[src/rtl/flit_queue.sv]
//==============================================================================
// Module   : flit_queue (with package types)
// Brief    : First-word fall-through flit FIFO with valid/ready handshakes on
//            both sides and occupancy-based flow control.
// Revision : 1.0 - initial release
//==============================================================================
`default_nettype none

package types;
  typedef struct packed {
    logic [7:0]  src_id;
    logic [7:0]  dst_id;
    logic [15:0] payload;
  } flit_t;
endpackage

module flit_queue #(
  parameter int DEPTH = 4
) (
  input  logic         clk,
  input  logic         rst_n,
  input  types::flit_t pushed_flit,
  input  logic         pushed_flit_valid,
  output logic         pushed_flit_ready,
  input  logic         poped_flit_ready,
  output logic         poped_flit_valid,
  output types::flit_t poped_flit
);

  localparam int c_ptr_w = (DEPTH > 1) ? $clog2(DEPTH) : 1;
  localparam int c_cnt_w = c_ptr_w + 1;
  localparam logic [c_cnt_w-1:0] c_full  = c_cnt_w'(DEPTH);
  localparam logic [c_cnt_w-1:0] c_empty = '0;

  types::flit_t         r_mem [DEPTH];
  logic [c_ptr_w-1:0]   r_wr_ptr;
  logic [c_ptr_w-1:0]   r_rd_ptr;
  logic [c_cnt_w-1:0]   r_count;

  logic w_push;
  logic w_pop;

  // Flow control looks only at registered occupancy, so no ready/valid loop
  // can form between producer and consumer.
  assign pushed_flit_ready = (r_count != c_full);
  assign poped_flit_valid  = (r_count != c_empty);
  assign poped_flit        = poped_flit_valid ? r_mem[r_rd_ptr] : '0;

  assign w_push = pushed_flit_valid && pushed_flit_ready;
  assign w_pop  = poped_flit_ready  && poped_flit_valid;

  // Storage is deliberately left unreset; the count masks stale entries.
  always_ff @(posedge clk) begin
    if (w_push) begin
      r_mem[r_wr_ptr] <= pushed_flit;
    end
  end

  // DEPTH is a power of two, so pointer wrap is the natural binary overflow.
  always_ff @(posedge clk or negedge rst_n) begin
    if (!rst_n) begin
      r_wr_ptr <= '0;
      r_rd_ptr <= '0;
      r_count  <= '0;
    end else begin
      if (w_push) begin
        r_wr_ptr <= r_wr_ptr + 1'b1;
      end
      if (w_pop) begin
        r_rd_ptr <= r_rd_ptr + 1'b1;
      end
      if (w_push && !w_pop) begin
        r_count <= r_count + 1'b1;
      end else if (w_pop && !w_push) begin
        r_count <= r_count - 1'b1;
      end
    end
  end

endmodule

`default_nettype wire

[config.mk]
export PLATFORM = sky130hd
export DESIGN_NAME = flit_queue
export DESIGN_NICKNAME = d
export VERILOG_FILES = /design/src/rtl/flit_queue.sv
export SDC_FILE = /design/constraint.sdc
export NUM_CORES = 1
export LEC_CHECK = 0
export CAP_MARGIN = 10
export CORE_MARGIN = 5
export CORE_UTILIZATION = 30
export DETAILED_ROUTE_END_ITERATION = 6
export PLACE_DENSITY = 0.54
export SLEW_MARGIN = 15
export SYNTH_ARGS = -nofsm -noshare
export SYNTH_HDL_FRONTEND = slang
export SYNTH_SLANG_ARGS = --single-unit
export TNS_END_PERCENT = 10
[constraint.sdc]
create_clock -name clk -period 2 [get_ports clk]
set_input_delay 0.4 -clock clk [delete_from_list [all_inputs] [get_ports clk]]
set_output_delay 0.4 -clock clk [all_outputs]
set_load 0.1 [all_outputs]
==> metrics.md, run 1 <==
| Metric | Value |
|---|---|
| Vias per inst | 4.356 |
| RR Endpoint | r_count[2] |
| Minimum clock period | 2.331 ns |
| Placed Cells | 541 |
| Fin util | 43.40% |
| Sequential fraction of the synthesis area | 75.95% |
| Share of the synthesized area in the top cell type | 72.64% |
| WP data required | 1.60 ns |
| First-iteration detailed-routing DRC count | 98 |
| DRT antenna net count | 0 |
| Die width | 142.8 um |
| Asr flop ratio synth | 5.185% |
| Synth cell types | 20 |
| Yosys reg bits | 135 |
| Avg Cell Area, Syn | 22.14 sq um |
| GPL Wtd Cong | 0.7074 |
| CP endpoint kind | primary output |
| P&R area growth vs syn | 41.88% |
| Post-CTS Hold Buffers | 0 |
| Fin Clk Skew | 0.006647 ns |
| Status | complete, but fails checks |
| Predominant post-synthesis flop cell | edfxtp_1 |
| DRT Pass-1 Iters | 4 |
| CTS buffer count | 17 |
| Sink Count | 135 |
| Critical Path Source | r_rd_ptr[0] |
| Crit path arrival time | 1.93 ns |
| Crit Path Class | flop to primary output |
| Max-slew headroom | 76.87% |
| Clock Path Buffers | 2 |
| Port bufs | 69 |
| Vias post-DR | 2518 |
| Number of synthesized flops with an enable pin | 128 |
| Maximum level of the CTS H-tree | 4 |
| Syn nets | 281 |
| Grt total ovfl | 0 |
| R2R Setup Slk | 0.03 ns |
| Vias in the first global route | 2759 |
| Setup crit end | poped_flit[12] |
| RSZ-0062 raised after global routing | yes |
| Finish-stage setup viols | 33 |
| Clk Latency, worst-skew pair | 0.41 ns |
| Die area | 20390 sq um |
| Core Region | 17300 sq um |
| Final cell count without fillers | 578 |
| Synth Cell Area | 5291 sq um |
| Nets | 382 |
| Die H | 142.8 um |
| Worst slack, placed | -0.1722 ns |
| Max Clk Rate | 429.0 MHz |
| WL final | 10110 um |
| Initial core utilization | 30.59% |
| Global-route wire length before repair | 15840 um |
| Worst Path Max Fanout | 9 |
| Final Max Tran Viols | 0 |
| Top-count cell post-synth | edfxtp_1 |
| Failing checks | negative setup slack |
| Max-Cap Viols | 0 |
| Initial antenna violation count | 0 |
| Hpwl dp | 6104 um |
| Yosys warns | 0 |
| Leading area contributor after synthesis | edfxtp_1 |
| Top post-synthesis cells by count | edfxtp_1 (128), and2_1 (36), mux4_2 (28) |
| Routed wire length per instance | 17.50 um |
| Largest net degree at the start of global routing | 35 |
| Gr usage total | 10.72% |
| Critical Path Start Type | flop |
| Period utilisation layout | 116.6% |
| # DRC | 0 |
| Leading post-synthesis cells by cell area | edfxtp_1 (73%), mux4_2 (12%), and2_1 (4.3%) |
| Row cnt | 48 |
| Slew @ Worst Pin | 0.3470 ns |
| Layout cells sized above 1 | 45.61% |
| Top Ports | 70 |
| N_diodes | 0 |
| CTS tree | done |
| Worst r2r src | r_count[1] |
| Hold Violations, Final | 0 |
| Fill cells | 1502 |
| Cells after synthesis | 239 |
| Tightest Hold Check Type | input pin to asynchronous set/reset pin |
| Reg2reg path depth | 8 |
| Final worst slack | -0.3312 ns |
| Clock transition at path regs | 0.06 ns |
| Root Buffer | clkbuf_16 |
==> cell usage in the layout (no fill, tap or decap), types with 2 or more instances in the layout <==
cell type / Yosys / final
edfxtp_1: 128 / 128
buf_12: 3 / 43
clkdlybuf4s50_1: 0 / 35
and2_4: 0 / 32
mux4_2: 28 / 29
clkbuf_16: 0 / 17
buf_4: 0 / 15
dfrtp_1: 7 / 5
and2_2: 0 / 4
xnor2_1: 4 / 4
ha_1: 5 / 4
bufinv_16: 0 / 4
clkinv_2: 0 / 4
mux4_1: 4 / 3
inv_1: 3 / 3
nor2_1: 2 / 2
mux2_2: 2 / 2
xor2_1: 2 / 2
clkinv_4: 0 / 2
clkinv_1: 0 / 2
dfrtp_2: 0 / 2
==> flip-flops by register name, indices dropped and copies added (netlist names) <==
name,cells
r_mem,128
r_count,3
r_wr_ptr,2
r_rd_ptr,2
==> worst max-delay path, stage by stage (launching register included) <==
cell and delay [ns]:
dfrtp_2 0.41, buf_12 0.16, buf_4 0.13, mux4_2 0.48, and2_4 0.18, buf_12 0.16
==> cell families after synthesis <==
| family | synth area share (%) |
|---|---|
| xor+xnor | 0.9931 |
| mux | 14.33 |
| fa+ha+maj | 1.561 |
| buf+inv | 2.199 |
| simple gates | 4.753 |
| flops | 75.95 |
| compound gates | 0.2128 |
==> per-stage QoR <==
| step | hold WS, ns | area [sq um] | setup TNS (ns) |
|---|---|---|---|
| 2_1_floorplan | 0.1044 | 5318 | -2.048 |
| 3_3_place_gp | 0.5495 | 6766 | -0.1548 |
| 3_5_place_dp | 0.5677 | 6766 | -0.2674 |
| 4_1_cts | 0.2482 | 7497 | -10.67 |
| 5_1_grt | 0.2658 | 7507 | -11.90 |
| 6_report | 0.2462 | 7507 | -9.223 |
==> area by class of cell <==
cell class	count	area (sq um)	share of cell area, %
Clock inverter	14	181.4	2.417
Sequential cell	135	4021	53.57
Clock buffer	18	429.2	5.717
Timing Repair Buffer	94	1335	17.78
Multi-Input combinational cell	89	1247	16.62
Tap cell	225	281.5	3.750
Inverter	3	11.26	0.1500
==> routing by layer <==
layer / vias up / global-route usage (%) / wire length [um]
met5: - / 0 / 0
met1: 1281 / 13.52 / 4516
met3: 17 / 4.186 / 576
li1: 1161 / - / -
met2: 59 / 16.54 / 4847
met4: 0 / 4.502 / 174
==> worst min-delay path by stage <==
stage	startpoint	end	slack (ns)	cells past startpoint
final	rst_n	r_count[0]	0.25	1
after global routing	rst_n	r_count[0]	0.27	1
after CTS	rst_n	r_count[0]	0.25	1
after detailed placement	r_wr_ptr[1]	r_wr_ptr[1]	0.57	1
after global placement	r_count[2]	r_count[2]	0.55	2
after floorplan	rst_n	r_count[0]	0.10	0
==> timing repair <==
item                                    in CTS  in global routing
endpoints found under the setup margin      33                 35
setup buffers                                5                  0
gates resized for setup                     25                  3
Power of run 1 is left out: the tool's default activity adds up to more than one toggle a clock period on the data nets, which glitch-free logic cannot reach.
==> run 2, diff against run 1 <==
--- a/config.mk
+++ b/config.mk
@@ -7,9 +7,10 @@
 export LEC_CHECK = 0
 export CAP_MARGIN = 10
 export CORE_MARGIN = 5
-export CORE_UTILIZATION = 30
+export CORE_UTILIZATION = 49
 export DETAILED_ROUTE_END_ITERATION = 6
-export PLACE_DENSITY = 0.54
+export PLACE_DENSITY = 0.79
+export RECOVER_POWER = 50
 export SLEW_MARGIN = 15
 export SYNTH_ARGS = -nofsm -noshare
 export SYNTH_HDL_FRONTEND = slang
==> metrics.md, run 2 (synthesis gave the netlist of run 1 again) <==
| Metric | Value |
|---|---|
| Status | complete, but fails checks |
| Failing checks | negative setup slack |
| P&R area growth vs syn | 40.53% |
| Port bufs | 69 |
| Vias post-DR | 2580 |
| Largest Register | r_mem |
| Minimum clock period | 2.443 ns |
| Grt total ovfl | 0 |
| Largest register FFs | 128 |
| Commonest cells after routing, fill and taps aside | edfxtp_1 (128), buf_12 (44), dlygate4sd3_1 (33), mux4_2 (32), and2_4 (32) |
| RSZ-0062 raised after global routing | yes |
| Crit path arrival time | 2.04 ns |
| GPL Wtd Cong | 0.7129 |
| Die width | 113.9 um |
| Final worst slack | -0.4433 ns |
| WP data required | 1.60 ns |
| Critical Path Start Type | flop |
| Tightest Hold Check Type | input pin to asynchronous set/reset pin |
| CTS buffer count | 17 |
| Root Buffer | clkbuf_8 |
| Crit Path Class | flop to primary output |
| Nets | 383 |
| Hold Violations, Final | 0 |
| Worst Path Max Fanout | 9 |
| Die H | 113.9 um |
| Fin Clk Skew | 0.01193 ns |
| Max Clk Rate | 409.3 MHz |
| Core Region | 10700 sq um |
| DRT antenna net count | 0 |
| Max-slew headroom | 77.60% |
| Slew @ Worst Pin | 0.3350 ns |
| CTS tree | done |
| Top sig layer | met4 |
| Die area | 12980 sq um |
| First-iteration detailed-routing DRC count | 140 |
| Routed wire length per instance | 19.28 um |
| Final Max Tran Viols | 0 |
| Met2 routed WL | 5251 um |
| DRT Pass-1 Iters | 4 |
| Initial antenna violation count | 0 |
| Layout cells sized above 1 | 47.46% |
| Sink Count | 135 |
| Biggest regs | r_mem: 128 flops, r_count: 3 flops |
| Setup TNS | -12.71 ns |
| # DRC | 0 |
| Initial core utilization | 49.46% |
| Top Ports | 70 |
| CP endpoint kind | primary output |
| Largest net degree at the start of global routing | 35 |
| Period utilisation layout | 122.2% |
| Vias in the first global route | 2768 |
| Hpwl dp | 6058 um |
| WL final | 9524 um |
| Finish-stage setup viols | 34 |
| Row cnt | 38 |
| Met3 wire length | 421 um |
| Global-route wire length before repair | 15150 um |
| Vias per inst | 5.223 |
| N_diodes | 0 |
| Max-Cap Viols | 0 |
| Maximum level of the CTS H-tree | 4 |
| Commonest non-fill, non-tap cell in the layout | edfxtp_1 |
| Final hold slack | 0.2335 ns |
| Gr usage total | 15.66% |
| Clock Path Buffers | 2 |
| Clock transition at path regs | 0.06 ns |
| Metal-1 WL | 3804 um |
| Clk Latency, worst-skew pair | 0.50 ns |
==> run 2: repair_timing <==
action | in CTS | in global routing
setup buffers | 1 | 1
resized for setup | 29 | 6
cloned | 0 | 1
setup endpoints to repair | 34 | 36
hold buffers | 0 | 0
pin swaps | 0 | 2
==> run 2: cell type report <==
cell class	instances	area, sq um
Sequential cell	135	4021
Fill cell	656	3262
Timing Repair Buffer	95	1373
Multi-Input combinational cell	89	1239
Clock buffer	18	417.9
Clock inverter	14	198.9
Tap cell	140	175.2
Inverter	3	11.26
==> run 2: metrics by stage <==
stage | utilization (%) | worst slack, ns | instance area [sq um] | cells
detailed placement | 62.58 | -0.1584 | 6695 | 459
finish | 69.51 | -0.4433 | 7436 | 494
CTS | 68.97 | -0.4547 | 7378 | 492
global placement | 62.58 | -0.08805 | 6695 | 459
floorplan | - | -0.09793 | 5318 | 239
global route | 69.51 | -0.5023 | 7436 | 494
==> run 2: final timing paths <==
kind | from | to | slack [ns] | cells after the start
worst min-delay path | rst_n | r_count[0] | 0.23 | 1
worst max register to register | r_count[2] | r_count[2] | 0 | 8
min in group clk | poped_flit_ready | r_rd_ptr[1] | 0.56 | 3
worst max-delay path | r_rd_ptr[0] | poped_flit[8] | -0.44 | 5
max in group asynchronous | rst_n | r_rd_ptr[0] | 1.50 | 1
worst min register to register | r_wr_ptr[1] | r_wr_ptr[1] | 0.60 | 1
==> run 2: worst max-delay path: stages, from the launching register on <==
cell	delay [ns]
dfrtp_2	0.40
buf_12	0.13
buf_12	0.14
mux4_2	0.53
and2_4	0.18
buf_12	0.16
==> run 2: layer usage <==
layer  vias up  track usage (%)
met4         0            3.800
met3         4            4.509
li1       1163                -
met2        71            27.37
met1      1342            19.40
met5         -                0
Power of run 2 is left out for the same reason.
